--- config.mk ---
export PLATFORM = sky130hd
export DESIGN_NAME = serie_paralelo_rx_lane
export DESIGN_NICKNAME = d
export VERILOG_FILES = /design/src/rtl/serie_paralelo_rx_lane.sv
export SDC_FILE = /design/constraint.sdc
export NUM_CORES = 1
export LEC_CHECK = 0
export ABC_AREA = 1
export CORE_MARGIN = 2
export CORE_UTILIZATION = 40
export CTS_CLUSTER_DIAMETER = 100
export DETAILED_ROUTE_END_ITERATION = 12
export PLACE_DENSITY = 0.69
export SYNTH_ARGS = -nofsm -noshare
export SYNTH_HDL_FRONTEND = slang
export SYNTH_SLANG_ARGS = --single-unit
--- constraint.sdc ---
create_clock -name clk_8f -period 1.69 [get_ports clk_8f]
set_input_delay 0.169 -clock clk_8f [delete_from_list [all_inputs] [get_ports clk_8f]]
set_output_delay 0.169 -clock clk_8f [all_outputs]
set_load 0.01 [all_outputs]
--- src/rtl/serie_paralelo_rx_lane.sv ---
// Receive-side lane deserializer: recovers byte alignment from a run of COM
// symbols, then emits each non-COM byte as a parallel word with a valid flag.
//
// Handshake: there is no backpressure. byte_strobe pulses for one cycle per
// byte slot in ACTIVE. valid_out qualifies data_out for that whole slot.
module serie_paralelo_rx_lane #(
   parameter logic [7:0]  COM         = 8'hBC,
   parameter int unsigned ACTIVE_COMS = 4
) (
   input  logic       clk_8f,
   input  logic       reset,
   input  logic       data_in,
   output logic [7:0] data_out,
   output logic       valid_out,
   output logic       byte_strobe,
   output logic       active,
   output logic [1:0] dbg_state
);

   typedef enum logic [1:0] {
      S_SEARCH = 2'd0,
      S_ALIGN  = 2'd1,
      S_ACTIVE = 2'd2
   } state_t;

   localparam logic [3:0] LP_NCOM = 4'(ACTIVE_COMS);

   state_t     r_state, w_state_nx;
   logic [7:0] r_sr;
   logic [2:0] r_bit_cnt, w_bit_cnt_nx;
   logic [3:0] r_com_cnt, w_com_cnt_nx;
   logic [7:0] r_data, w_data_nx;
   logic       r_valid, w_valid_nx;
   logic       r_strobe, w_strobe_nx;
   logic       r_active, w_active_nx;
   logic [7:0] w_cand;
   logic       w_is_com;
   logic       w_slot;

   // The byte completed by the bit being sampled on this edge.
   assign w_cand   = {r_sr[6:0], data_in};
   assign w_is_com = (w_cand == COM);
   assign w_slot   = (r_bit_cnt == 3'd7);

   always_comb begin
      w_state_nx   = r_state;
      w_bit_cnt_nx = r_bit_cnt;
      w_com_cnt_nx = r_com_cnt;
      w_data_nx    = r_data;
      w_valid_nx   = r_valid;
      w_strobe_nx  = 1'b0;
      w_active_nx  = r_active;
      case (r_state)
         S_SEARCH: begin
            if (w_is_com) begin
               w_bit_cnt_nx = 3'd0;
               w_com_cnt_nx = 4'd1;
               if (LP_NCOM == 4'd1) begin
                  w_state_nx  = S_ACTIVE;
                  w_active_nx = 1'b1;
               end else begin
                  w_state_nx = S_ALIGN;
               end
            end
         end
         S_ALIGN: begin
            w_bit_cnt_nx = r_bit_cnt + 3'd1;
            if (w_slot) begin
               if (w_is_com && (r_com_cnt + 4'd1 == LP_NCOM)) begin
                  w_state_nx   = S_ACTIVE;
                  w_active_nx  = 1'b1;
                  w_com_cnt_nx = LP_NCOM;
               end else if (w_is_com) begin
                  w_com_cnt_nx = r_com_cnt + 4'd1;
               end else begin
                  // The broken slot itself is not re-searched; sliding resumes next edge.
                  w_state_nx   = S_SEARCH;
                  w_com_cnt_nx = 4'd0;
               end
            end
         end
         S_ACTIVE: begin
            w_bit_cnt_nx = r_bit_cnt + 3'd1;
            if (w_slot) begin
               w_strobe_nx = 1'b1;
               if (w_is_com) begin
                  w_valid_nx = 1'b0;
               end else begin
                  w_data_nx  = w_cand;
                  w_valid_nx = 1'b1;
               end
            end
         end
         default: begin
            w_state_nx = S_SEARCH;
         end
      endcase
   end

   always_ff @(posedge clk_8f) begin
      if (reset) begin
         r_state   <= S_SEARCH;
         r_sr      <= 8'd0;
         r_bit_cnt <= 3'd0;
         r_com_cnt <= 4'd0;
         r_data    <= 8'd0;
         r_valid   <= 1'b0;
         r_strobe  <= 1'b0;
         r_active  <= 1'b0;
      end else begin
         r_state   <= w_state_nx;
         r_sr      <= w_cand;
         r_bit_cnt <= w_bit_cnt_nx;
         r_com_cnt <= w_com_cnt_nx;
         r_data    <= w_data_nx;
         r_valid   <= w_valid_nx;
         r_strobe  <= w_strobe_nx;
         r_active  <= w_active_nx;
      end
   end

   assign data_out    = r_data;
   assign valid_out   = r_valid;
   assign byte_strobe = r_strobe;
   assign active      = r_active;
   assign dbg_state   = r_state;

endmodule

# After elaboration in Yosys (flattened, before gate mapping)
# Index checks and enable logic that the tools add are counted.
[word_totals]
mem_bits_rw = 0
latchBits = 0
regBits = 27
output_inout_bits = 13
word_cells = 46
mem_count = 0
mem_bits_ro = 0
input_bits = 3
[classes]
reduce_logical = 12
n_bitwise = 2
shifts = 0
add_sub_neg = 2
mul = 0
n_lt_le_gt_ge = 0
muxes = 14
n_eq_ne = 8
div_mod_pow = 0
[ops]
columns = ["operator", "n"]
rows = [
  ["$mux W4", 4],
  ["$reduce_and A3 Y1", 3],
  ["$eq A8 B8 Y1 const B", 1],
  ["$mux W2", 4],
  ["$pmux W4 S2", 1],
  ["$pmux W2 S3", 1],
  ["$pmux W3 S2", 1],
  ["$add A4 B1 Y4 const B", 1],
  ["$eq A4 B3 Y1 const B", 1],
  ["$ne A2 B2 Y1 const B", 2],
  ["$reduce_and A2 Y1", 2],
  ["$reduce_and A4 Y1", 1],
  ["$reduce_bool A2 Y1", 2],
  ["$reduce_or A2 Y1", 2],
  ["$add A3 B1 Y3 const B", 1],
  ["$eq A3 B3 Y1 const B", 1],
  ["$mux W3", 1],
  ["$ne A3 B3 Y1 const B", 1],
  ["$eq A2 B1 Y1 const B", 1],
  ["$eq A2 B2 Y1 const B", 1],
  ["$logic_not A2 Y1", 1],
  ["$mux W1", 2],
  ["$not A1 Y1", 2],
  ["$logic_and A1 B1 Y1", 1],
]

# Depth between registers and ports, before layout
[depth]
word_depth = 6
ltp_mapped = 10
mapped_depth_nobuf = 10

# Least setup slack after synthesis
# OpenSTA, ideal clock, no wires.
[synth_timing]
kind = "reg2reg"
startpoint = "reg r_state[1] (netlist: dbg_state[1])"
endpoint = "reg r_com_cnt[1]"
period_less_slack_ps = 1374
required_time_ps = 1562
arrival_ps = 1247
stages_incl_launch_ff = 11
path_buffers = 0
setup_time_ps = 128
slack_ps = 316
cell_sequence = "dfxtp_1 > inv_1 > ha_1 > inv_2 > nand2_1 > nand2_1 > nand2_4 > clkinv_2 > nor2_1 > nor2_1 > nor2_1"
[synth_between]
elab_chain_len = 3
word_cells_on_any_way = 7
classes_between = "3 x eq/ne; 1 x mux; 3 x reduce/logical"
[synth_rtl]
columns = ["item", "line", "source"]
rows = [
  ["start, declared", "28", "state_t r_state, w_state_nx;"],
  ["start signal, assigned", "111", "r_state <= w_state_nx;"],
  ["$eq A2 B1 Y1 or $logic_not A2 Y1 (tied branches)", "53", "case (r_state)"],
  ["$ne A2 B2 Y1 (no source line) or $reduce_bool A2 Y1 (tied branches)", "-", ""],
  ["$reduce_and A3 Y1 (no source line)", "-", ""],
  ["end signal, assigned", "114", "r_com_cnt <= w_com_cnt_nx;"],
  ["end, declared", "31", "logic [3:0] r_com_cnt, w_com_cnt_nx;"],
]
# Several ways; a longest one is shown, not always the timed one.
# A chain may end at the register's enable or synchronous reset.

# Worst setup path in the final report
[layout_timing]
startpoint = "reg r_bit_cnt[0]"
endpoint = "reg r_data[6] (netlist: data_out[6])"
[layout_between]
elab_chain_len = 2
[layout_rtl]
columns = ["item", "line", "source"]
rows = [
  ["start, declared", "30", "logic [2:0] r_bit_cnt, w_bit_cnt_nx;"],
  ["start signal, assigned", "113", "r_bit_cnt <= w_bit_cnt_nx;"],
  ["$eq A3 B3 Y1", "43", "assign w_slot = (r_bit_cnt == 3'd7);"],
  ["net w_slot", "38", "logic w_slot;"],
  ["$reduce_and A3 Y1 (no source line)", "-", ""],
  ["end signal, assigned", "115", "r_data <= w_data_nx;"],
  ["end, declared", "32", "logic [7:0] r_data, w_data_nx;"],
]
# The timed path passes the listed nets, and every way through them passes these cells.

==> impl_summary.log <==
[metrics] run status: finished, final reports clean
[metrics] routed via count divided by cell count: 4.80
[metrics] Worst setup EP type: flip-flop
[metrics] Layout Skew: 0.00369 ns
[metrics] type of element launching the critical path: flip-flop
[metrics] Placement Rows: 20
[metrics] Post-DP Area: 1430 um^2
[metrics] clock latency on the worst-skew pair: 0.31 ns
[metrics] net count after synthesis: 158
[metrics] CP Buf/Inv Count: 1
[metrics] Layout Utilization: 49.5%
[metrics] CTS sink count: 27
[metrics] static leakage: 0.568 nW
[metrics] post-synth cell types: 27
[metrics] 1st-iter DRT viols: 18
[metrics] Num CTS Buffers: 3
[metrics] post-route cell area: 1490 um^2
[metrics] class of the most critical hold timing path: flip-flop to flip-flop
[metrics] portion of the clock cycle consumed by the worst path in the final layout: 90.7%
[metrics] fraction of the mapped netlist area in simple logic gates: 23.8%
[metrics] max_cap viols: 0
[metrics] overall power of the completed layout: 0.000957 W
[metrics] final-report hold violation count: 0
[metrics] gpl congestion: 0.761
[metrics] adder-cell share of the synthesized area: 7.08%
[metrics] Tot GR Track Use: 14.4%
[metrics] die span in x: 59.6 um
[metrics] Clock Pin Slew Worst Setup and Hold Paths: 0.14 ns
[metrics] Worst-Margin Slew: 0.309 ns
[metrics] nets@finish: 182
[metrics] Worst Path Required: 1.95 ns
[metrics] multiplexer area fraction after synthesis: 0%
[metrics] first-pass GRT wire length: 3.98 mm
[metrics] hold path startpoint: r_sr[5]
[metrics] number of antenna violations at the first check in global routing: 0
[metrics] WS Path Type: flip-flop to flip-flop
[metrics] vias in the first global route: 987
[metrics] post-detailed-route wirelength per cell: 11.1 um
[metrics] Filler Cell Count: 286
[metrics] Post-Syn Area: 1240 um^2
[metrics] Yosys warnings: 0
[metrics] number of gates resized after CTS: 0
[metrics] count of mapped cells out of synthesis: 148
[metrics] Slowest-stage cell, CP: sky130_fd_sc_hd__dfxtp_1
[metrics] area growth from synthesis to layout: 20.2%
[metrics] xor and xnor area share after synthesis: 1.42%
[metrics] total congestion overflow: 0
[metrics] area fraction of the dominant cell type after synthesis: 43.7%
[metrics] CP Launch Point: r_bit_cnt[0]
[metrics] number of buffers between clock root and the deepest sink: 2
[metrics] cell-by-cell trace of the critical path: ha_1, ha_1, nand2_1, nor2_4, buf_4, o21ai_1, a21oi_1
[metrics] data arrival time of the critical path: 1.79 ns
[metrics] largest net degree at the start of global routing: 19
[metrics] largest fanout of any net on the critical path: 13
[metrics] core footprint: 3000 um^2
[metrics] synthesized-area fraction occupied by ao, oa, aoi and oai cells: 16.6%
[metrics] drc violations: 0
[metrics] sequential-to-total area share from yosys stat: 43.7%
[metrics] per-instance average area after synthesis: 8.36 um^2
[metrics] Top cell by count, worst path: sky130_fd_sc_hd__ha_1
[metrics] DP Worst Slack: 0.131 ns
[metrics] cell taking the most area after synthesis: sky130_fd_sc_hd__dfxtp_1
[metrics] number of diodes added for antenna fixing: 0
[metrics] cells taking the most area after synthesis: sky130_fd_sc_hd__dfxtp_1 44%, sky130_fd_sc_hd__a21oi_2 7.1%, sky130_fd_sc_hd__ha_1 7.1%
[metrics] Top Family by Delay on Critical Path: flip-flops
[metrics] vias: 980
[metrics] Seq. cell area: 541 um^2
[metrics] post-CTS setup repair buffer count: 0
[metrics] Max Clk Rate: 0.653 GHz
[metrics] Pre-antenna DRT Iters: 3
[metrics] worst slew margin relative to its limit: 79.4%
[metrics] antenna-violating nets left: 0
[metrics] footprint of the multi-input gates: 604 um^2
[metrics] Max Slew Vio Count: 0
[metrics] setup ws final: 0.158 ns
[metrics] Tmin final: 1.53 ns
[metrics] largest family of logic cells by synthesized area: simple AND/OR/NAND/NOR gates
[metrics] TritonCTS clock tree: yes
[metrics] Chip Height: 59.6 um
[metrics] cts-stage hold buffer count: 0
[metrics] layout cells sized above 1: 23.4%
[metrics] pwr dens: 643 nW/um^2
[metrics] area enclosed by the die boundary: 3550 um^2
[metrics] starting density of the core: 41.2%
[metrics] CTS root buf: sky130_fd_sc_hd__clkbuf_4
[metrics] Worst IR Drop VDD: 0.455 mV
[metrics] launching point of the worst reg2reg path: r_bit_cnt[0]
[metrics] Routed WL: 2.26 mm
[metrics] peak per-stage delay on the critical path: 0.39 ns
[metrics] DP Wirelength: 1.69 mm
[metrics] number of port buffers: 15
[metrics] final total negative setup slack: 0 ns
[metrics] count of final setup violators: 0
[metrics] number of levels the H-tree was split into: 1
[metrics] Ports: 16
[metrics] setup repair after global routing missed its margin: no
[metrics] FF+latch count, synth: 27
## cell type report
type / count / area share [%]
tap: 33 / 2.78
inverter: 19 / 4.88
clock buffer: 4 / 1.77
sequential: 27 / 36.3
timing repair buffer: 22 / 13.6
multi-input combinational: 99 / 40.6
## placed cells by master, fill, tap and decap left out, drive strengths merged, types with 2 or more instances in the layout
master         count
dfxtp             27
nor2              27
nand2             24
inv               18
a21oi             16
clkdlybuf4s50     15
o21ai             13
ha                 7
buf                7
nand3              6
clkbuf             4
nand4              2
## registers in the layout, indices dropped and copies added, names as in the netlist
register / count
active: 1
byte_strobe: 1
data_out: 8
dbg_state: 2
r_bit_cnt: 3
r_com_cnt: 4
r_sr: 7
valid_out: 1
## power breakdown
| part | switching [W] | internal (W) |
|---|---|---|
| registers | 0.00000411 | 0.000642 |
| clock network | 0.000178 | 0.0000922 |
| logic | 0.0000265 | 0.0000146 |
| total | 0.000208 | 0.000749 |
## layer usage
layer,GRT usage [%],routed length (um)
met5,0,0
met4,4.76,12
met3,2.40,66
met2,25.9,1130
met1,17.4,1050
## cells by family (layout without fill, tap and decap cells)
logic type,count (synthesis),count (layout)
AOI/OAI and AO/OA,30,30
xor gates and xnor gates,2,2
adders and majority gates,7,7
and+or+nand+nor,60,60
buffers and inverters,22,45
DFF,27,27
## metrics by stage
step	hold slack, ns	instances
2_1_floorplan	0.291	148
3_3_place_gp	0.437	196
3_5_place_dp	0.442	196
4_1_cts	0.441	200
5_1_grt	0.458	204
6_report	0.460	204
## worst min-delay path: stages (launching register included)
cell	delay [ns]
sky130_fd_sc_hd__dfxtp_1	0.33
sky130_fd_sc_hd__inv_2	0.07
sky130_fd_sc_hd__nor2_1	0.04
## worst paths after layout
path	endpoint	slack [ns]	depth (start not counted)
worst max-delay path	data_out[6]	0.16	7
worst min register to register	r_sr[6]	0.46	2
worst min-delay path	r_sr[6]	0.46	2
worst max register to register	data_out[6]	0.16	7
## cells in the mapped netlist
cell	instances
sky130_fd_sc_hd__nand3b_1	1
sky130_fd_sc_hd__o21ai_0	2
sky130_fd_sc_hd__dfxtp_1	27
sky130_fd_sc_hd__inv_2	5
sky130_fd_sc_hd__nor2_1	22
sky130_fd_sc_hd__clkbuf_1	1
sky130_fd_sc_hd__nand2_2	4
sky130_fd_sc_hd__a21oi_4	1
sky130_fd_sc_hd__o21ai_2	1
sky130_fd_sc_hd__clkinv_2	1
sky130_fd_sc_hd__nor2_4	2
sky130_fd_sc_hd__o21ai_1	10
sky130_fd_sc_hd__ha_1	7
sky130_fd_sc_hd__nand3_2	1
sky130_fd_sc_hd__buf_2	1
sky130_fd_sc_hd__nor2_2	3
sky130_fd_sc_hd__nand3_1	5
sky130_fd_sc_hd__a21oi_2	10
sky130_fd_sc_hd__inv_1	13
sky130_fd_sc_hd__xor2_1	1
sky130_fd_sc_hd__nand2_4	2
sky130_fd_sc_hd__a21oi_1	5
sky130_fd_sc_hd__nand2_1	18
sky130_fd_sc_hd__nand4_1	2
sky130_fd_sc_hd__o21bai_1	1
sky130_fd_sc_hd__xnor2_1	1
sky130_fd_sc_hd__buf_6	1
Power figures use the tool's default switching activity.
